$ cat src/rtl/serial_adder_pkg.sv
// Shared FSM encodings and default width for the bit-serial adder.
// Imported by serial_adder_ctrl; holds no logic.
package serial_adder_pkg;

  localparam int DEF_WIDTH = 8;

  typedef enum logic [1:0] {
    ST_IDLE = 2'd0,
    ST_RUN  = 2'd1,
    ST_DONE = 2'd2
  } state_t;

endpackage

$ cat src/rtl/full_adder.sv
// One-bit full adder cell (combinational datapath).
// Ports: a, b, c_in -> s (sum bit), c_out (carry out).
module full_adder (
  input  logic a,
  input  logic b,
  input  logic c_in,
  output logic s,
  output logic c_out
);

  assign s     = a ^ b ^ c_in;
  assign c_out = (a & b) | (c_in & (a ^ b));

endmodule

$ cat src/rtl/serial_adder_ctrl.sv
// Bit-serial WIDTH-bit adder: one full_adder reused LSB-first, one bit per cycle.
// Ports: clk, rst_n, start, a_in, b_in, c_in -> busy, done, sum, c_out.
module serial_adder_ctrl
  import serial_adder_pkg::*;
#(
  parameter int WIDTH = DEF_WIDTH,
  parameter int CNT_W = $clog2(WIDTH)
) (
  input  logic             clk,
  input  logic             rst_n,
  input  logic             start,
  input  logic [WIDTH-1:0] a_in,
  input  logic [WIDTH-1:0] b_in,
  input  logic             c_in,
  output logic             busy,
  output logic             done,
  output logic [WIDTH-1:0] sum,
  output logic             c_out
);

  state_t           state;
  logic [WIDTH-1:0] a_sh;
  logic [WIDTH-1:0] b_sh;
  logic [WIDTH-1:0] res_sh;
  logic             carry;
  logic [CNT_W-1:0] cnt;

  logic             fa_s;
  logic             fa_c;
  logic [WIDTH-1:0] res_nxt;
  logic             last;

  full_adder u_full_adder (
    .a     (a_sh[0]),
    .b     (b_sh[0]),
    .c_in  (carry),
    .s     (fa_s),
    .c_out (fa_c)
  );

  // Result fills from the MSB so the final bit lands it in place.
  assign res_nxt = {fa_s, res_sh[WIDTH-1:1]};
  assign last    = (cnt == CNT_W'(WIDTH - 1));

  always_ff @(posedge clk or negedge rst_n) begin
    if (!rst_n) begin
      state  <= ST_IDLE;
      a_sh   <= '0;
      b_sh   <= '0;
      res_sh <= '0;
      carry  <= 1'b0;
      cnt    <= '0;
      busy   <= 1'b0;
      done   <= 1'b0;
      sum    <= '0;
      c_out  <= 1'b0;
    end else begin
      case (state)
        ST_IDLE: begin
          done <= 1'b0;
          if (start) begin
            a_sh  <= a_in;
            b_sh  <= b_in;
            carry <= c_in;
            cnt   <= '0;
            busy  <= 1'b1;
            state <= ST_RUN;
          end
        end
        ST_RUN: begin
          a_sh   <= a_sh >> 1;
          b_sh   <= b_sh >> 1;
          res_sh <= res_nxt;
          carry  <= fa_c;
          cnt    <= cnt + 1'b1;
          if (last) begin
            sum   <= res_nxt;
            c_out <= fa_c;
            busy  <= 1'b0;
            done  <= 1'b1;
            state <= ST_DONE;
          end
        end
        ST_DONE: begin
          done  <= 1'b0;
          state <= ST_IDLE;
        end
        default: begin
          busy  <= 1'b0;
          done  <= 1'b0;
          state <= ST_IDLE;
        end
      endcase
    end
  end

endmodule

$ cat config.mk
export PLATFORM = sky130hd
export DESIGN_NAME = serial_adder_ctrl
export DESIGN_NICKNAME = d
export VERILOG_FILES = /design/src/rtl/serial_adder_pkg.sv /design/src/rtl/full_adder.sv /design/src/rtl/serial_adder_ctrl.sv
export SDC_FILE = /design/constraint.sdc
export NUM_CORES = 1
export LEC_CHECK = 0
export ABC_AREA = 1
export CAP_MARGIN = 0
export CELL_PAD_IN_SITES_DETAIL_PLACEMENT = 1
export CELL_PAD_IN_SITES_GLOBAL_PLACEMENT = 1
export CORE_UTILIZATION = 44
export CTS_BUF_LIST = sky130_fd_sc_hd__clkbuf_4 sky130_fd_sc_hd__clkbuf_8
export DETAILED_ROUTE_END_ITERATION = 12
export GPL_TIMING_DRIVEN = 0
export PLACE_DENSITY_LB_ADDON = 0.08
export RECOVER_POWER = 25
export SETUP_SLACK_MARGIN = 0.02
export SYNTH_ARGS = -nofsm -noshare
export SYNTH_HDL_FRONTEND = slang
export SYNTH_SLANG_ARGS = --single-unit
$ cat constraint.sdc
create_clock -name clk -period 1.9 [get_ports clk]
set_input_delay 0.38 -clock clk [delete_from_list [all_inputs] [get_ports clk]]
set_output_delay 0.38 -clock clk [all_outputs]
set_load 0.02 [all_outputs]
# Word-level counts from Yosys, hierarchy flattened
# Cells that the tools add are included.
totals:
  out_inout_bits: 11
  ff_bits: 41
  word_cells: 44
  inputBits: 20
classes:
  n_bitwise: 6
  mux: 16
  add_sub_neg: 1
  n_reduce_logical: 6
  n_eq_ne: 5
op_table:
  columns: ["cell", "n"]
  rows:
  - ["8-bit case mux with 2 select lines", 2]
  - ["8-bit 2-to-1 mux", 2]
  - ["3-bit case mux with 2 select lines", 1]
  - ["2-bit AND reduction", 3]
  - ["1-bit 2-to-1 mux", 5]
  - ["2-bit 2-to-1 mux", 2]
  - ["2-bit != test (second input constant)", 2]
  - ["2-bit case mux with 2 select lines", 1]
  - ["3-bit by 1-bit adder with 3-bit output (second input constant)", 1]
  - ["3-bit equality test (second input constant)", 1]
  - ["3-bit 2-to-1 mux", 1]
  - ["1-bit case mux with 3 select lines", 1]
  - ["3-bit AND reduction", 1]
  - ["1-bit bitwise AND", 2]
  - ["2-bit by 1-bit equality test with 1-bit output (second input constant)", 1]
  - ["2-bit equality test (second input constant)", 1]
  - ["2-bit zero test", 1]
  - ["1-bit case mux with 2 select lines", 1]
  - ["2-bit nonzero test", 1]
  - ["1-bit bitwise XOR", 2]
  - ["1-bit NOT", 1]
  - ["1-bit OR", 1]

# Logic depth before layout (Yosys ltp)
# Gate-level depths: netlist of the first run.
depth:
  ltp_word: 4
  mapped_depth: 7
  ltp_nobuf: 6

# Hierarchy
# A second synthesis of the first run with hierarchy kept.
hier_totals:
  hier_cells: 228
  area_unflattened_um2: 1948.1
modules_own_cells:
  columns: ["mod", "seq_area_each_um2", "area_each_um2", "instances", "cells_per_inst"]
  rows:
  - ["serial_adder_ctrl", 1001.0, 1928.1, 1, 227]
  - ["full_adder", 0.0, 20.0, 1, 1]

# Worst setup path before layout of the first run
# No wires, ideal clock.
synth_path:
  path_kind: "register to register"
  from: "reg cnt[0]"
  to: "reg sum[1]"
  slack_ps: 628
  period_less_slack_ps: 1272
  stages_incl_launch_ff: 7
  setup_ps: 74
  arrival_time_ps: 1198
  t_required_ps: 1826
  n_path_buf: 1
  cell_sequence: "dfrtp_1 -> ha_1 -> ha_1 -> nand2_4 -> buf_6 -> nand2_1 -> o21ai_2"
synth_via:
  elab_chain_len: 2
synth_rtl:
  columns: ["element", "line", "text"]
  rows:
  - ["from (decl)", "serial_adder_ctrl.sv:26", "logic [CNT_W-1:0] cnt;"]
  - ["from (signal assigned)", "serial_adder_ctrl.sv:75", "cnt <= cnt + 1'b1;"]
  - ["3-bit equality test", "serial_adder_ctrl.sv:43", "assign last = (cnt == CNT_W'(WIDTH - 1));"]
  - ["2-bit AND reduction (no source line)", null, null]
  - ["to (signal assigned)", "serial_adder_ctrl.sv:77", "sum <= res_nxt;"]
  - ["to (decl)", "serial_adder_ctrl.sv:17", "output logic [WIDTH-1:0] sum,"]
# Every way passes these cells.
# A chain may end at the register's enable or synchronous reset.

# Worst setup path after layout of the first run
layout_path:
  from: "reg busy"
  to: "out busy"
layout_lines:
  columns: ["element", "line", "text"]
  rows:
  - ["from (decl)", "serial_adder_ctrl.sv:15", "output logic busy,"]
  - ["from (signal assigned)", "serial_adder_ctrl.sv:53", "busy <= 1'b0;"]
  - ["from (signal assigned)", "serial_adder_ctrl.sv:66", "busy <= 1'b1;"]
  - ["from (signal assigned)", "serial_adder_ctrl.sv:79", "busy <= 1'b0;"]
# No word-level cell between the ends.

==> flow_metrics.env, run 1 <==
export IMPL_grt_pass1_wl_mm=7.72
export IMPL_routabilityCongestion=0.755
export IMPL_report_final_slew_viol_count=0
export IMPL_hpwl_mm=3.21
export IMPL_synthMuxAreaShare=0
export IMPL_clock_sinks=40
export IMPL_crit_fanout=2
export IMPL_ys_warn_count=0
export IMPL_routed_via_density=5.01
export IMPL_synth_compound_area_frac=0.0668
export IMPL_synth_simple_area_share=0.265
export IMPL_track_usage=0.232
export IMPL_cts_clk_slew_worst_paths_ns=0.08
export IMPL_internal_power_mw=2.43
export IMPL_syn2layout_area_growth_pct=25.6
export IMPL_hold_viol_final=0
export IMPL_core_region_area_sq_um=4120
export IMPL_drt_iter0_markers=57
export IMPL_pre_cts_slack_ns=0.341
export IMPL_syn_avg_cell_area_sq_um=8.54
export IMPL_initial_core_util=0.473
export IMPL_synth_seq_cells=40
export IMPL_seq_area_frac_synth=0.514
export IMPL_finalCriticalPeriod_ns=1.65
export IMPL_dr_pass1_iters=4
export IMPL_fp_dieH_um=68.5
export IMPL_path_buf_inv=1
export IMPL_grt_pass1_vias=1669
export IMPL_setup_viol_count_final=0
export IMPL_cts_tree="built"
export IMPL_synth_cell_types=21
export IMPL_diodes=0
export IMPL_path_cells="clkdlybuf4s50_1"
export IMPL_p_per_area_nw_per_um2=1680
export IMPL_rsz0062_at_grt="no"
export IMPL_synth_top_family_by_area="simple AND/OR/NAND/NOR gates"
export IMPL_skew_ns=0.0118
export IMPL_ant_nets=0
export IMPL_tightest_slew_ns=0.464
export IMPL_synth_xor_area_frac=0
export IMPL_nets=290
export IMPL_synthCells=228
export IMPL_grt_max_degree=35
export IMPL_power_frac_comb=0.468
export IMPL_total_power_mw=4.10
export IMPL_rows=23
export IMPL_period_share=0.869
export IMPL_ir_worst_vdd_mv=0.882
export IMPL_wl_per_cell_um=14.4
export IMPL_crit_arrival_ns=1.27
export IMPL_relSlewSlack=0.691
export IMPL_grt_overflow=0
export IMPL_whs_ns=0.479
export IMPL_power_frac_seq=0.359
export IMPL_final_cells=318
export IMPL_cp_start_kind="register"
export IMPL_setup_ws_ns=0.249
export IMPL_die_area_sq_um=4700
export IMPL_synthAdderAreaFrac=0.0231
export IMPL_clock_latency_ns=0.31
export IMPL_crit_family="buffers and inverters"
export IMPL_status="completed"
export IMPL_cp_end_kind="primary output"
export IMPL_clockPowerShare=0.173
export IMPL_post_cts_resized=0
export IMPL_pin_count=31
export IMPL_cts_root_buf="clkbuf_8"
export IMPL_port_buffer_count=30
export IMPL_wirelength_mm=4.59
export IMPL_switchingPower_mw=1.67
export IMPL_required_ns=1.52
export IMPL_drc=0
export IMPL_cts_buffers_inserted=5
export IMPL_grt_antenna_before_repair=0
export IMPL_slowest_stage="clkdlybuf4s50_1"
export IMPL_place_inst=309
export IMPL_h_tree_depth=2
export IMPL_syn_area_sq_um=1950
export IMPL_switching_share=0.407
export IMPL_clock_path_buffers=2
export IMPL_maxCapViolations=0
export IMPL_clock_fmax_mhz=606
export IMPL_fp_dieW_um=68.5
export IMPL_hold_class="reg -> reg"
export IMPL_crit_type="reg -> out"
export IMPL_synth_net_count=251
export IMPL_leakage_nw=1.27
export IMPL_drive_gt1_frac=0.138
export IMPL_critical_path_max_stage_delay_ns=0.60
export IMPL_via_count=1593
==> metrics by stage <==
stage | utilization | TNS, ns | area (sq um)
after CTS | 0.595 | 0 | 2450
after detailed placement | 0.565 | 0 | 2330
after global placement | 0.562 | -24.64 | 2310
after global routing | 0.594 | 0 | 2450
after floorplan | - | 0 | 1950
final | 0.594 | 0 | 2450
==> state kept, by name, indices dropped and copies added, names as in the netlist <==
name	cells
carry	1
busy	1
c_out	1
b_sh	8
a_sh	8
cnt	3
res_sh	7
sum	8
done	1
state	2
==> final timing paths <==
path,slack (ns),depth (start not counted),startpoint,endpoint
min in group asynchronous,0.53,2,rst_n,cnt[0]
worst max register to register,0.47,6,cnt[0],sum[1]
worst max-delay path,0.25,1,busy,busy
max in group asynchronous,0.83,3,rst_n,sum[4]
worst min-delay path,0.48,2,res_sh[1],sum[0]
worst min register to register,0.48,2,res_sh[1],sum[0]
==> power by group through the flow <==
stage | Sequential (mW) | Combinational, mW | Clock (mW)
3_3_place_gp | 1.46 | 1.86 | 0
4_1_cts | 1.48 | 1.96 | 0.727
3_5_place_dp | 1.49 | 1.93 | 0
6_report | 1.47 | 1.92 | 0.710
2_1_floorplan | 1.56 | 1.21 | 0
5_1_grt | 1.52 | 2.18 | 0.761
==> cells in the mapped netlist (all sizes together) <==
library cell | number | area (sq um)
nor2 | 9 | 43.8
dfrtp | 40 | 1000
nand2 | 58 | 238
inv | 40 | 150
nand3 | 47 | 235
o22ai | 1 | 6.26
fa | 1 | 20.0
buf | 11 | 101
a21oi | 1 | 8.76
o21ai | 17 | 115
clkbuf | 1 | 3.75
ha | 2 | 25.0
==> per-layer routing <==
metal  up-vias  part of all wire  GRT usage
li1        783                 -          -
met1       775              0.44      0.280
met4         0             0.019     0.0990
met5         -                 0          0
met3         8             0.034     0.0658
met2        27              0.50      0.386
==> what timing repair did <==
action	CTS	global route
hold endpoints to repair	6	0
hold buffers	1	0
buffers inserted	0	0
==> cells by family after synthesis <==
logic type | count (synthesis)
flip-flops | 40
AO/OA/AOI/OAI | 19
buffers and inverters | 52
AND/OR/NAND/NOR | 114
adder cells (fa/ha/maj) | 3
==> cells in the final DEF (no fill, tap or decap), drive strengths merged <==
master         instances
o22ai                  1
dfrtp                 40
fa                     1
clkinvlp               1
buf                   12
inv                   40
nand2                 58
bufinv                 1
clkdlybuf4s50         29
clkinv                 1
ha                     2
o21ai                 17
dlygate4sd3            1
a21oi                  1
nand3                 47
clkbuf                 7
nor2                   9
==> cell type report <==
cell class / instances / area, sq um
Multi-Input combinational cell: 136 / 692
Buffer: 12 / 105
Fill cell: 490 / 1670
Timing Repair Buffer: 32 / 324
Clock inverter: 3 / 42.5
Tap cell: 50 / 62.6
Inverter: 40 / 150
Sequential cell: 40 / 1000
Clock buffer: 5 / 68.8
==> worst register-to-register path, delay by kind of cell, from the launching register on <==
kind                     cells  cell delay (ns)
flip-flops                   1             0.42
AND/OR/NAND/NOR              2             0.24
buffers and inverters        1             0.18
AO/OA/AOI/OAI                1             0.05
adder cells (fa/ha/maj)      2             0.47
(Power assumes the default switching activity.)
==> run 2, diff against run 1 <==
--- a/config.mk
+++ b/config.mk
@@ -9,7 +9,7 @@
 export CAP_MARGIN = 0
 export CELL_PAD_IN_SITES_DETAIL_PLACEMENT = 1
 export CELL_PAD_IN_SITES_GLOBAL_PLACEMENT = 1
-export CORE_UTILIZATION = 44
+export CORE_UTILIZATION = 41
 export CTS_BUF_LIST = sky130_fd_sc_hd__clkbuf_4 sky130_fd_sc_hd__clkbuf_8
 export DETAILED_ROUTE_END_ITERATION = 12
 export GPL_TIMING_DRIVEN = 0
==> constraint.sdc (replaced) <==
create_clock -name clk -period 1.8 [get_ports clk]
set_input_delay 0.36 -clock clk [delete_from_list [all_inputs] [get_ports clk]]
set_output_delay 0.36 -clock clk [all_outputs]
set_load 0.02 [all_outputs]
==> run 2 against run 1 <==
Net effect:
- clock skew decreased by 0.0018 ns
- largest power group unchanged
- register-to-register slack got worse by 0.11 ns
- clock power decreased by 17%
- largest cell class unchanged
- worst setup slack got worse by 0.10 ns
- combinational power increased by 4%
- core utilization decreased by 5.4 points
- cell area decreased by 1.1%
- critical path depth unchanged
- non-clock buffer count unchanged
- wire length decreased by 7.5%
- first-iteration DRC count increased by 74%
==> flow_metrics.env, run 2 (synthesized netlist as in run 1, its figures left out) <==
export IMPL_crit_start="busy"
export IMPL_ir_worst_vdd_mv=0.856
export IMPL_final_cells=319
export IMPL_h_tree_depth=2
export IMPL_slowest_stage="clkdlybuf4s50_1"
export IMPL_post_cts_resized=0
export IMPL_leakage_nw=1.26
export IMPL_cts_clk_slew_worst_paths_ns=0.08
export IMPL_grt_pass1_vias=1637
export IMPL_cp_end_kind="primary output"
export IMPL_diodes=0
export IMPL_area_sequential_sq_um=1000
export IMPL_relSlewSlack=0.479
export IMPL_track_usage=0.200
export IMPL_grt_antenna_before_repair=0
export IMPL_cp_start_kind="register"
export IMPL_status="completed"
export IMPL_fp_dieH_um=70.9
export IMPL_total_power_mw=4.13
export IMPL_drt_iter0_markers=99
export IMPL_cts_tree="built"
export IMPL_post_route_util=0.541
export IMPL_core_region_area_sq_um=4470
export IMPL_initial_core_util=0.435
export IMPL_multiInputGateArea_sq_um=692
export IMPL_clock_latency_ns=0.30
export IMPL_drc=0
export IMPL_hold_class="reg -> reg"
export IMPL_period_share=0.920
export IMPL_setup_viol_count_final=0
export IMPL_place_inst=311
export IMPL_endpoint="busy"
export IMPL_pin_count=31
export IMPL_drive_gt1_frac=0.135
export IMPL_nets=290
export IMPL_hpwl_mm=3.06
export IMPL_required_ns=1.44
export IMPL_die_area_sq_um=5030
export IMPL_critical_path_max_stage_delay_ns=0.61
export IMPL_rr_endpoint="sum[1]"
export IMPL_wl_per_cell_um=13.3
export IMPL_port_buffer_count=30
export IMPL_syn2layout_area_growth_pct=24.1
export IMPL_fillers=552
export IMPL_clock_sinks=40
export IMPL_report_final_slew_viol_count=0
export IMPL_grt_pass1_wl_mm=7.71
export IMPL_finalCriticalPeriod_ns=1.66
export IMPL_place_area_sq_um=2330
export IMPL_wirelength_mm=4.24
export IMPL_clock_path_buffers=2
export IMPL_cts_root_buf="clkbuf_8"
export IMPL_tightest_slew_ns=0.782
export IMPL_ant_nets=0
export IMPL_crit_family="buffers and inverters"
export IMPL_skew_ns=0.0100
export IMPL_ctsHoldBuffers=1
export IMPL_grt_max_degree=29
export IMPL_rsz0062_at_grt="no"
export IMPL_routabilityCongestion=0.738
export IMPL_hold_viol_final=0
export IMPL_ff2ff_setup_slack_ns=0.36
export IMPL_r2r_start="cnt[0]"
export IMPL_routed_via_density=4.86
export IMPL_via_count=1549
export IMPL_reg_top3="a_sh: 8 flops, b_sh: 8 flops, sum: 8 flops"
export IMPL_cts_buffers_inserted=5
export IMPL_mostFrequentLayoutCells="nand2_1, nand3_1, dfrtp_1"
export IMPL_path_buf_inv=1
export IMPL_path_cells="clkdlybuf4s50_1"
export IMPL_crit_fanout=2
export IMPL_maxCapViolations=0
export IMPL_tns_ns=0
export IMPL_crit_cells=1
export IMPL_cts_setup_buffers=0
export IMPL_clock_fmax_mhz=604
export IMPL_worst_r2r_cell_count=6
export IMPL_postLayoutCellArea_sq_um=2420
export IMPL_grt_overflow=0
export IMPL_dr_pass1_iters=6
export IMPL_crit_arrival_ns=1.30
export IMPL_mostFrequentLayoutCell="nand2_1"
export IMPL_crit_type="reg -> out"
export IMPL_rows=24
export IMPL_fp_dieW_um=70.9
export IMPL_p_per_area_nw_per_um2=1710
==> run 2: changes by cell type in the layout (fill, tap and decap cells not counted) <==
cell,previous run,this run
bufinv_16,1,0
clkbuf_4,0,1
clkinvlp_4,1,0
==> run 2: how the worst min path moves through the flow <==
stage,from,to,cells after the start
floorplan,rst_n,a_sh[0],0
global placement,res_sh[1],sum[0],2
detailed placement,rst_n,sum[1],1
CTS,res_sh[1],sum[0],2
global route,sum[0],sum[0],2
finish,res_sh[1],sum[0],2
==> run 2: final cells by class <==
cell class	instances	area share
multi-input cells	136	0.286
inverters	40	0.0621
clock inverters	1	0.00207
clock buffers	6	0.0316
flip-flops and latches	40	0.414
plain buffers	12	0.0435
repair buffers	32	0.134
well taps	52	0.0269
==> run 2: stage by stage <==
| stage | hold WS (ns) | worst slack (ns) |
|---|---|---|
| floorplan | 0.0644 | 0.528 |
| global placement | 0.458 | -0.703 |
| detailed placement | 0.279 | 0.268 |
| CTS | 0.480 | 0.138 |
| global route | 0.512 | 0.109 |
| finish | 0.477 | 0.145 |
==> run 2: where the power goes <==
part	internal [mW]	switching [mW]
clock network	0.279	0.309
registers	1.32	0.228
logic	0.841	1.16
==> run 2: per-layer routing <==
metal / up-vias / part of all wire / GRT usage
met2: 24 / 0.47 / 0.324
met1: 734 / 0.49 / 0.264
met5: - / 0 / 0
met3: 6 / 0.028 / 0.0470
li1: 785 / - / -
met4: 0 / 0.016 / 0.0733
